$ cat src/rtl/mc_cpu_core.sv
// Multi-cycle CPU core: FETCH/DECODE/EXEC/MEM/WB/HALT sequencer, 16 x DW register file, ALU, branch and CMOV.
// Zero-wait latency is 3..5 cycles per instruction; each cycle an imem/dmem ack is withheld stretches the owning state by one.
module mc_cpu_core #(
    parameter int            DW       = 32,
    parameter int            AW       = 32,
    parameter logic [AW-1:0] RESET_PC = '0
) (
    input  logic          clk_i,
    input  logic          reset_i,
    input  logic          continue_i,
    output logic          imem_req_o,
    output logic [AW-1:0] imem_addr_o,
    input  logic [31:0]   imem_rdata_i,
    input  logic          imem_ack_i,
    output logic          dmem_req_o,
    output logic          dmem_we_o,
    output logic [AW-1:0] dmem_addr_o,
    output logic [DW-1:0] dmem_wdata_o,
    input  logic [DW-1:0] dmem_rdata_i,
    input  logic          dmem_ack_i,
    input  logic [3:0]    dbg_sel_i,
    output logic [DW-1:0] debug_o,
    output logic          halted_o,
    output logic [31:0]   retired_o
);

    localparam int SW = $clog2(DW);

    localparam logic [3:0] OP_ALUR = 4'd0;
    localparam logic [3:0] OP_ALUI = 4'd1;
    localparam logic [3:0] OP_LD   = 4'd2;
    localparam logic [3:0] OP_ST   = 4'd3;
    localparam logic [3:0] OP_BR   = 4'd4;
    localparam logic [3:0] OP_CMOV = 4'd5;
    localparam logic [3:0] OP_HALT = 4'd15;

    typedef enum logic [2:0] {
        S_FETCH,
        S_DECODE,
        S_EXEC,
        S_MEM,
        S_WB,
        S_HALT
    } state_t;

    state_t               state_q, state_d;
    logic [AW-1:0]        pc_q, pc_d;
    logic [31:0]          ir_q, ir_d;
    logic [DW-1:0]        a_q, a_d;
    logic [DW-1:0]        b_q, b_d;
    logic [DW-1:0]        d_q, d_d;
    logic [DW-1:0]        y_q, y_d;
    logic [31:0]          ret_q, ret_d;
    logic [DW-1:0]        rf_q [16];
    logic                 rf_we;

    logic [3:0]           op, fn, rs1, rs2, rd;
    logic signed [15:0]   imm16;
    logic [DW-1:0]        imm_dw;
    logic [AW-1:0]        imm_aw;
    logic [DW-1:0]        alu;
    logic                 br_taken;

    assign op     = ir_q[31:28];
    assign fn     = ir_q[27:24];
    assign rs1    = ir_q[23:20];
    assign rs2    = ir_q[19:16];
    assign rd     = ir_q[15:12];
    assign imm16  = ir_q[15:0];
    assign imm_dw = DW'(imm16);
    assign imm_aw = AW'(imm16);

    always_comb begin
        alu = '0;
        case (fn)
            4'd0:    alu = a_q + b_q;
            4'd1:    alu = a_q - b_q;
            4'd2:    alu = a_q & b_q;
            4'd3:    alu = a_q | b_q;
            4'd4:    alu = a_q ^ b_q;
            4'd5:    alu = ~a_q;
            4'd6:    alu = a_q << b_q[SW-1:0];
            4'd7:    alu = a_q >> b_q[SW-1:0];
            4'd8:    alu = DW'($signed(a_q) >>> b_q[SW-1:0]);
            4'd9:    alu = DW'($signed(a_q) < $signed(b_q));
            default: alu = '0;
        endcase
    end

    always_comb begin
        br_taken = 1'b0;
        case (fn)
            4'd0:    br_taken = 1'b1;
            4'd1:    br_taken = (a_q == '0);
            4'd2:    br_taken = (a_q != '0);
            4'd3:    br_taken = a_q[DW-1];
            default: br_taken = 1'b0;
        endcase
    end

    always_comb begin
        state_d    = state_q;
        pc_d       = pc_q;
        ir_d       = ir_q;
        a_d        = a_q;
        b_d        = b_q;
        d_d        = d_q;
        y_d        = y_q;
        ret_d      = ret_q;
        rf_we      = 1'b0;
        imem_req_o = 1'b0;
        dmem_req_o = 1'b0;
        dmem_we_o  = 1'b0;
        halted_o   = 1'b0;
        case (state_q)
            S_FETCH: begin
                // Held low while reset is asserted so an aborted fetch is never presented.
                imem_req_o = reset_i;
                if (imem_ack_i) begin
                    ir_d    = imem_rdata_i;
                    pc_d    = pc_q + AW'(4);
                    state_d = S_DECODE;
                end
            end
            S_DECODE: begin
                a_d = rf_q[rs1];
                b_d = (op == OP_ALUR || op == OP_CMOV) ? rf_q[rs2] : imm_dw;
                d_d = rf_q[rd];
                if (op == OP_HALT) begin
                    ret_d   = ret_q + 32'd1;
                    state_d = S_HALT;
                end else begin
                    state_d = S_EXEC;
                end
            end
            S_EXEC: begin
                case (op)
                    OP_ALUR, OP_ALUI: begin
                        y_d     = alu;
                        state_d = S_WB;
                    end
                    OP_LD, OP_ST: begin
                        y_d     = a_q + b_q;
                        state_d = S_MEM;
                    end
                    OP_BR: begin
                        // pc_q already points past the branch.
                        if (br_taken) pc_d = pc_q + imm_aw;
                        ret_d   = ret_q + 32'd1;
                        state_d = S_FETCH;
                    end
                    OP_CMOV: begin
                        y_d     = a_q;
                        state_d = S_WB;
                    end
                    default: begin
                        ret_d   = ret_q + 32'd1;
                        state_d = S_FETCH;
                    end
                endcase
            end
            S_MEM: begin
                dmem_req_o = reset_i;
                dmem_we_o  = reset_i && (op == OP_ST);
                if (dmem_ack_i) begin
                    if (op == OP_LD) begin
                        y_d     = dmem_rdata_i;
                        state_d = S_WB;
                    end else begin
                        ret_d   = ret_q + 32'd1;
                        state_d = S_FETCH;
                    end
                end
            end
            S_WB: begin
                rf_we   = (op != OP_CMOV) || (b_q != '0);
                ret_d   = ret_q + 32'd1;
                state_d = S_FETCH;
            end
            S_HALT: begin
                halted_o = 1'b1;
                if (continue_i) state_d = S_FETCH;
            end
            default: state_d = S_FETCH;
        endcase
    end

    always_ff @(posedge clk_i) begin
        if (!reset_i) begin
            state_q <= S_FETCH;
            pc_q    <= RESET_PC;
            ir_q    <= '0;
            a_q     <= '0;
            b_q     <= '0;
            d_q     <= '0;
            y_q     <= '0;
            ret_q   <= '0;
        end else begin
            state_q <= state_d;
            pc_q    <= pc_d;
            ir_q    <= ir_d;
            a_q     <= a_d;
            b_q     <= b_d;
            d_q     <= d_d;
            y_q     <= y_d;
            ret_q   <= ret_d;
        end
    end

    always_ff @(posedge clk_i) begin
        if (!reset_i) begin
            for (int i = 0; i < 16; i++) rf_q[i] <= '0;
        end else if (rf_we) begin
            rf_q[rd] <= y_q;
        end
    end

    assign imem_addr_o  = pc_q;
    assign dmem_addr_o  = AW'(y_q);
    assign dmem_wdata_o = d_q;
    assign debug_o      = rf_q[dbg_sel_i];
    assign retired_o    = ret_q;

endmodule

$ cat config.mk
export PLATFORM = sky130hd
export DESIGN_NAME = mc_cpu_core
export DESIGN_NICKNAME = d
export VERILOG_FILES = /design/src/rtl/mc_cpu_core.sv
export SDC_FILE = /design/constraint.sdc
export NUM_CORES = 2
export LEC_CHECK = 0
export BUFFER_PORTS_ARGS = -buffer_cell sky130_fd_sc_hd__buf_2
export CAP_MARGIN = 10
export CORE_MARGIN = 1
export CORE_UTILIZATION = 60
export DETAILED_ROUTE_END_ITERATION = 7
export GPL_ROUTABILITY_DRIVEN = 0
export GPL_TIMING_DRIVEN = 1
export PLACE_DENSITY = 0.75
export SYNTH_ARGS = -nofsm -noshare
export SYNTH_HDL_FRONTEND = slang
export SYNTH_SLANG_ARGS = --single-unit
$ cat constraint.sdc
create_clock -name clk_i -period 5.1 [get_ports clk_i]
set_input_delay 1.02 -clock clk_i [delete_from_list [all_inputs] [get_ports clk_i]]
set_output_delay 1.02 -clock clk_i [all_outputs]
set_load 0.02 [all_outputs]
Yosys cells after proc, flatten, opt, wreduce, memory -nomap -nowiden
Memory sizes are Yosys's and may differ from the RTL's. A register that Yosys moved wholly into a read port is not among the register bits.
Index checks and enable logic that the tools add are counted.

operators by class
  add/sub/neg operators = 5
  $lt $le $gt $ge = 1
  equal/unequal tests = 31
  shift operators = 3
  muxes and demuxes = 37
  bitwise gates (word level) = 4
  reductions and logical operators = 24

operators by type and width
  cell                                                              number
  32-bit 2-to-1 mux                                                 11
  32-bit case mux with 10 select lines                              1
  32-bit case mux with 2 select lines                               2
  32-bit case mux with 4 select lines                               1
  32-bit case mux with 3 select lines                               1
  32-bit adder                                                      2
  32-bit nonzero test                                               2
  32-bit by 1-bit adder with 32-bit output (second input constant)  1
  32-bit by 3-bit adder with 32-bit output (second input constant)  1
  32-bit AND                                                        1
  32-bit logical NOT                                                1
  32-bit less-than comparator                                       1
  32-bit inverter                                                   1
  32-bit bitwise OR                                                 1
  32-bit OR reduction                                               1
  32-bit by 5-bit << shifter with 32-bit output                     1
  32-bit by 5-bit right shift with 32-bit output                    1
  32-bit by 5-bit >>> shifter with 32-bit output                    1
  32-bit subtractor                                                 1
  32-bit bitwise XOR                                                1
  4-bit by 3-bit == test with 1-bit output (second input constant)  6
  2-bit inequality test (second input constant)                     9
  4-bit by 2-bit == test with 1-bit output (second input constant)  4
  3-bit 2-to-1 mux                                                  5
  26 further kinds                                                  48

word-level totals
  register bits after elaboration = 163
  RAM bits = 512
  input port bits = 73
  memories kept = 1

memories
  name  words  bits a word  read ports  clocked after memory_dff  wr ports  line  text
  rf_q  16     32           4           3                         16        54    logic [DW-1:0] rf_q [16];

Logic depth before layout (Yosys ltp)
  depth after elaboration = 8
  gate-level depth with buffers = 15

Worst setup path after synthesis
OpenSTA, ideal clock, no wires.

  path kind = input to register
  start point = in reset_i
  end point = mem rf_q[14][0] (enable)
  setup time = 0.466 ns
  arrival = 3.869 ns
  setup slack = 0.765 ns
  stages on the path = 5
  cells stage by stage = nand3_1 > nor2_1 > nor2b_1 > nand2_1 > o21ai_0

RTL lines
  element          line  text
  start, declared  9     input logic reset_i,
  end, declared    54

Worst setup path after layout
  start point = in dbg_sel_i[0]
  end point = out debug_o[26]

on the way
  cells in the longest elaborated chain, start to end = 1

ends and longest elaborated chain
  element                  line  text
  start, declared          21    input logic [3:0] dbg_sel_i,
  memory read 16 x 32 bit  n/a
  end, declared            22    output logic [DW-1:0] debug_o,

Every way passes these cells.

==> results.rst <==
.. list-table::
   :header-rows: 1

   * - Metric
     - Value
   * - Area growth from synthesis to final layout
     - 9.54%
   * - Post-CTS sizing
     - 0
   * - Most common cell after layout, fill and taps aside
     - sky130_fd_sc_hd__mux4_2
   * - Master cell of the clock root buffer
     - sky130_fd_sc_hd__clkbuf_16
   * - Hold_ws
     - 0.449 ns
   * - Max Fclk
     - 235 MHz
   * - Number of synthesized flops with an enable pin
     - 512
   * - FFs w/ async S/R, synth
     - 0
   * - Post-CTS repair timing setup buffer count
     - 0
   * - Detailed-route wire length per cell
     - 34.0 um
   * - Sw power
     - 6.72 mW
   * - Req. time, crit path
     - 4.08 ns
   * - Post-synthesis sequential area ratio
     - 0.364
   * - Critical Path Source Type
     - input pin
   * - Initial DRC Count
     - 9158
   * - Setup violation total in the final timing report
     - 0
   * - Worst Max-Slew Pin Slew
     - 1.34 ns
   * - Number of I/O port buffers
     - 236
   * - Number of warnings printed during yosys synthesis
     - 0
   * - Predominant post-synthesis flop cell
     - sky130_fd_sc_hd__edfxtp_1
   * - Number of H-tree branching levels
     - 3
   * - Height of the chip
     - 305 um
   * - Setup repair after global routing missed its margin
     - false
   * - Switching part of the total power
     - 0.350
   * - Synthesized instance count
     - 4819
   * - Critical path arrival
     - 3.23 ns
   * - Violated checks
     - design-rule violations
   * - Antenna violations before repair
     - 14
   * - Clock net sink count
     - 743
   * - Final instance area
     - 60300 um2
   * - Cell types with the largest area share after synthesis
     - sky130_fd_sc_hd__mux4_2 (28%), sky130_fd_sc_hd__edfxtp_1 (28%), sky130_fd_sc_hd__dfxtp_1 (8.4%)
   * - TritonCTS clock tree
     - built
   * - Floorplan row count
     - 110
   * - Library cell with the largest summed area after synthesis
     - sky130_fd_sc_hd__mux4_2
   * - Worst-case headroom to the max-slew limit
     - 0.108
   * - Maximum number of pins on one net before global-route repair
     - 117
   * - Placed inst area
     - 57400 um2
   * - Class of the worst hold path
     - reg2reg
   * - CP Class
     - in2out
   * - Via density
     - 7.87
   * - Grt ovf
     - 0
   * - Final number of hold-violating endpoints
     - 0
   * - DRT antenna net count
     - 0
   * - Top-level port count
     - 237
   * - Drc violations
     - 2
   * - Share of layout cells above drive strength 1
     - 0.272
   * - Top-area cell type share of the netlist area
     - 0.281
   * - Cell area after technology mapping
     - 55000 um2
   * - Synth Net Count
     - 5028
   * - Largest voltage drop on the vdd net
     - 0.284 mV
   * - Static power due to leakage
     - 21.8 nW
   * - Net total in the final layout
     - 5005
   * - Final-report max-slew violation count
     - 0
   * - Power per cell area
     - 319 nW/um2
   * - Unique cell type count in the Yosys netlist
     - 96
   * - Average footprint of a synthesized cell
     - 11.4 um2
   * - Maximum fanout along the worst path
     - 43
   * - Final critical-path share of the clock period
     - 0.834
   * - Setup crit end kind
     - primary output
   * - Effective utilization at floorplan
     - 0.608
   * - Placed wire-length estimate
     - 131000 um
   * - Floorplan Core Area
     - 90400 um2
   * - Power Internal
     - 12.5 mW
   * - Die Span X
     - 305 um
   * - Combinational share of power
     - 0.290
   * - Final wirelength
     - 205000 um
   * - Commonest non-fill, non-tap cells in the layout
     - sky130_fd_sc_hd__mux4_2 (687), sky130_fd_sc_hd__edfxtp_1 (512), sky130_fd_sc_hd__nand2_1 (409)
   * - Post-cts hold buffer count
     - 0
   * - Crit path time final
     - 4.25 ns
   * - Overall Global Routing Usage
     - 0.437
   * - Setup_tns
     - 0 ns
   * - Vias after detailed routing
     - 47600
   * - Worst clock skew
     - 0.0324 ns
   * - Clock slew seen by the registers of the worst setup and hold paths
     - 0.05 ns
   * - Flop pwr share
     - 0.383
   * - Outcome
     - finished with violations
   * - CTS buffer count
     - 84
   * - Share of power burned in the clock network
     - 0.327
   * - Max Cap Viol
     - 0
   * - Die area
     - 92900 um2
   * - Detailed Routing Iterations Pass 1
     - 8
   * - Maximum clock insertion buffer count
     - 3
   * - Vias in the first global route
     - 45100
   * - Number of register bits inferred by synthesis
     - 743
   * - Insertion delay of the later-clocked pin in the worst-skew pair
     - 0.68 ns
   * - First-pass GRT wire length
     - 299000 um
## final cells by class
type,instances,area (um2)
clock buffers,111,2340
clock inverters,45,483
multi-input cells,3470,32900
well taps,1176,1470
diodes,7,17.5
repair buffers,383,2560
inverters,114,433
fillers,6400,30200
flip-flops and latches,743,20100
## Yosys cell counts, types with 78 or more instances
cell type                    n
sky130_fd_sc_hd__nor2_1    254
sky130_fd_sc_hd__edfxtp_1  512
sky130_fd_sc_hd__clkbuf_1  361
sky130_fd_sc_hd__and3_1    217
sky130_fd_sc_hd__dfxtp_1   231
sky130_fd_sc_hd__nand3_1    78
sky130_fd_sc_hd__nand2_1   410
sky130_fd_sc_hd__a21oi_1   344
sky130_fd_sc_hd__mux4_2    687
sky130_fd_sc_hd__inv_1     110
sky130_fd_sc_hd__and2_1    330
sky130_fd_sc_hd__ha_1      133
sky130_fd_sc_hd__o21ai_0   211
## logic make-up (layout without fill, tap and decap cells)
kind of cell | count (synthesis) | in the layout | share of synthesized area
compound gates | 969 | 969 | 0.111
xor+xnor | 80 | 80 | 0.0127
fa+ha+maj | 136 | 136 | 0.0313
buf+inv | 606 | 653 | 0.0434
flops | 743 | 743 | 0.364
mux | 765 | 765 | 0.296
other cells | 0 | 7 | 0
simple gates | 1520 | 1520 | 0.142
## through the flow
stage	total power, mW	util	setup WS (ns)	std cells
final	19.2	0.666	0.848	6049
after global routing	19.6	0.666	0.770	6048
after CTS	18.9	0.666	0.871	6041
after detailed placement	12.7	0.635	0.866	5885
after global placement	12.6	0.635	0.907	5885
after floorplan	11.0	-	0.765	4819
## worst paths after layout
path         slack (ns)  depth (start not counted)             from         endpoint
min reg2reg        0.45                          2  dmem_wdata_o[9]  dmem_wdata_o[9]
max reg2reg        0.93                         12           b_q[1]  dmem_addr_o[29]
max                0.85                          5     dbg_sel_i[0]      debug_o[26]
min                0.45                          2  dmem_wdata_o[9]  dmem_wdata_o[9]
## per-layer routing
metal	share of wire	track usage	vias up
met4	0.080	0.272	10
met1	0.31	0.537	22800
met5	0.00031	0	-
li1	-	-	18700
met2	0.43	0.645	4888
met3	0.17	0.176	1201
## flip-flops by register name (all words and copies together), names as in the netlist, named ones only
signal and flops:
state_q 3, a_q 32, b_q 32, ir_q 32
imem_addr_o 32, retired_o 32, dmem_wdata_o 32, rf_q 512
dmem_addr_o 32
## critical path, cell delays in order
cell                       delay [ns]
sky130_fd_sc_hd__clkbuf_8        0.49
sky130_fd_sc_hd__buf_4           0.39
sky130_fd_sc_hd__mux4_2          0.54
sky130_fd_sc_hd__mux4_2          0.52
sky130_fd_sc_hd__buf_2           0.18
## power by group through the flow
stage | Combinational, mW | Sequential, mW | Clock [mW]
floorplan | 3.83 | 7.13 | 0
global placement | 5.21 | 7.41 | 0
detailed placement | 5.29 | 7.43 | 0
CTS | 5.33 | 7.31 | 6.25
global route | 5.77 | 7.38 | 6.47
finish | 5.58 | 7.36 | 6.28
(Power assumes the default switching activity.)
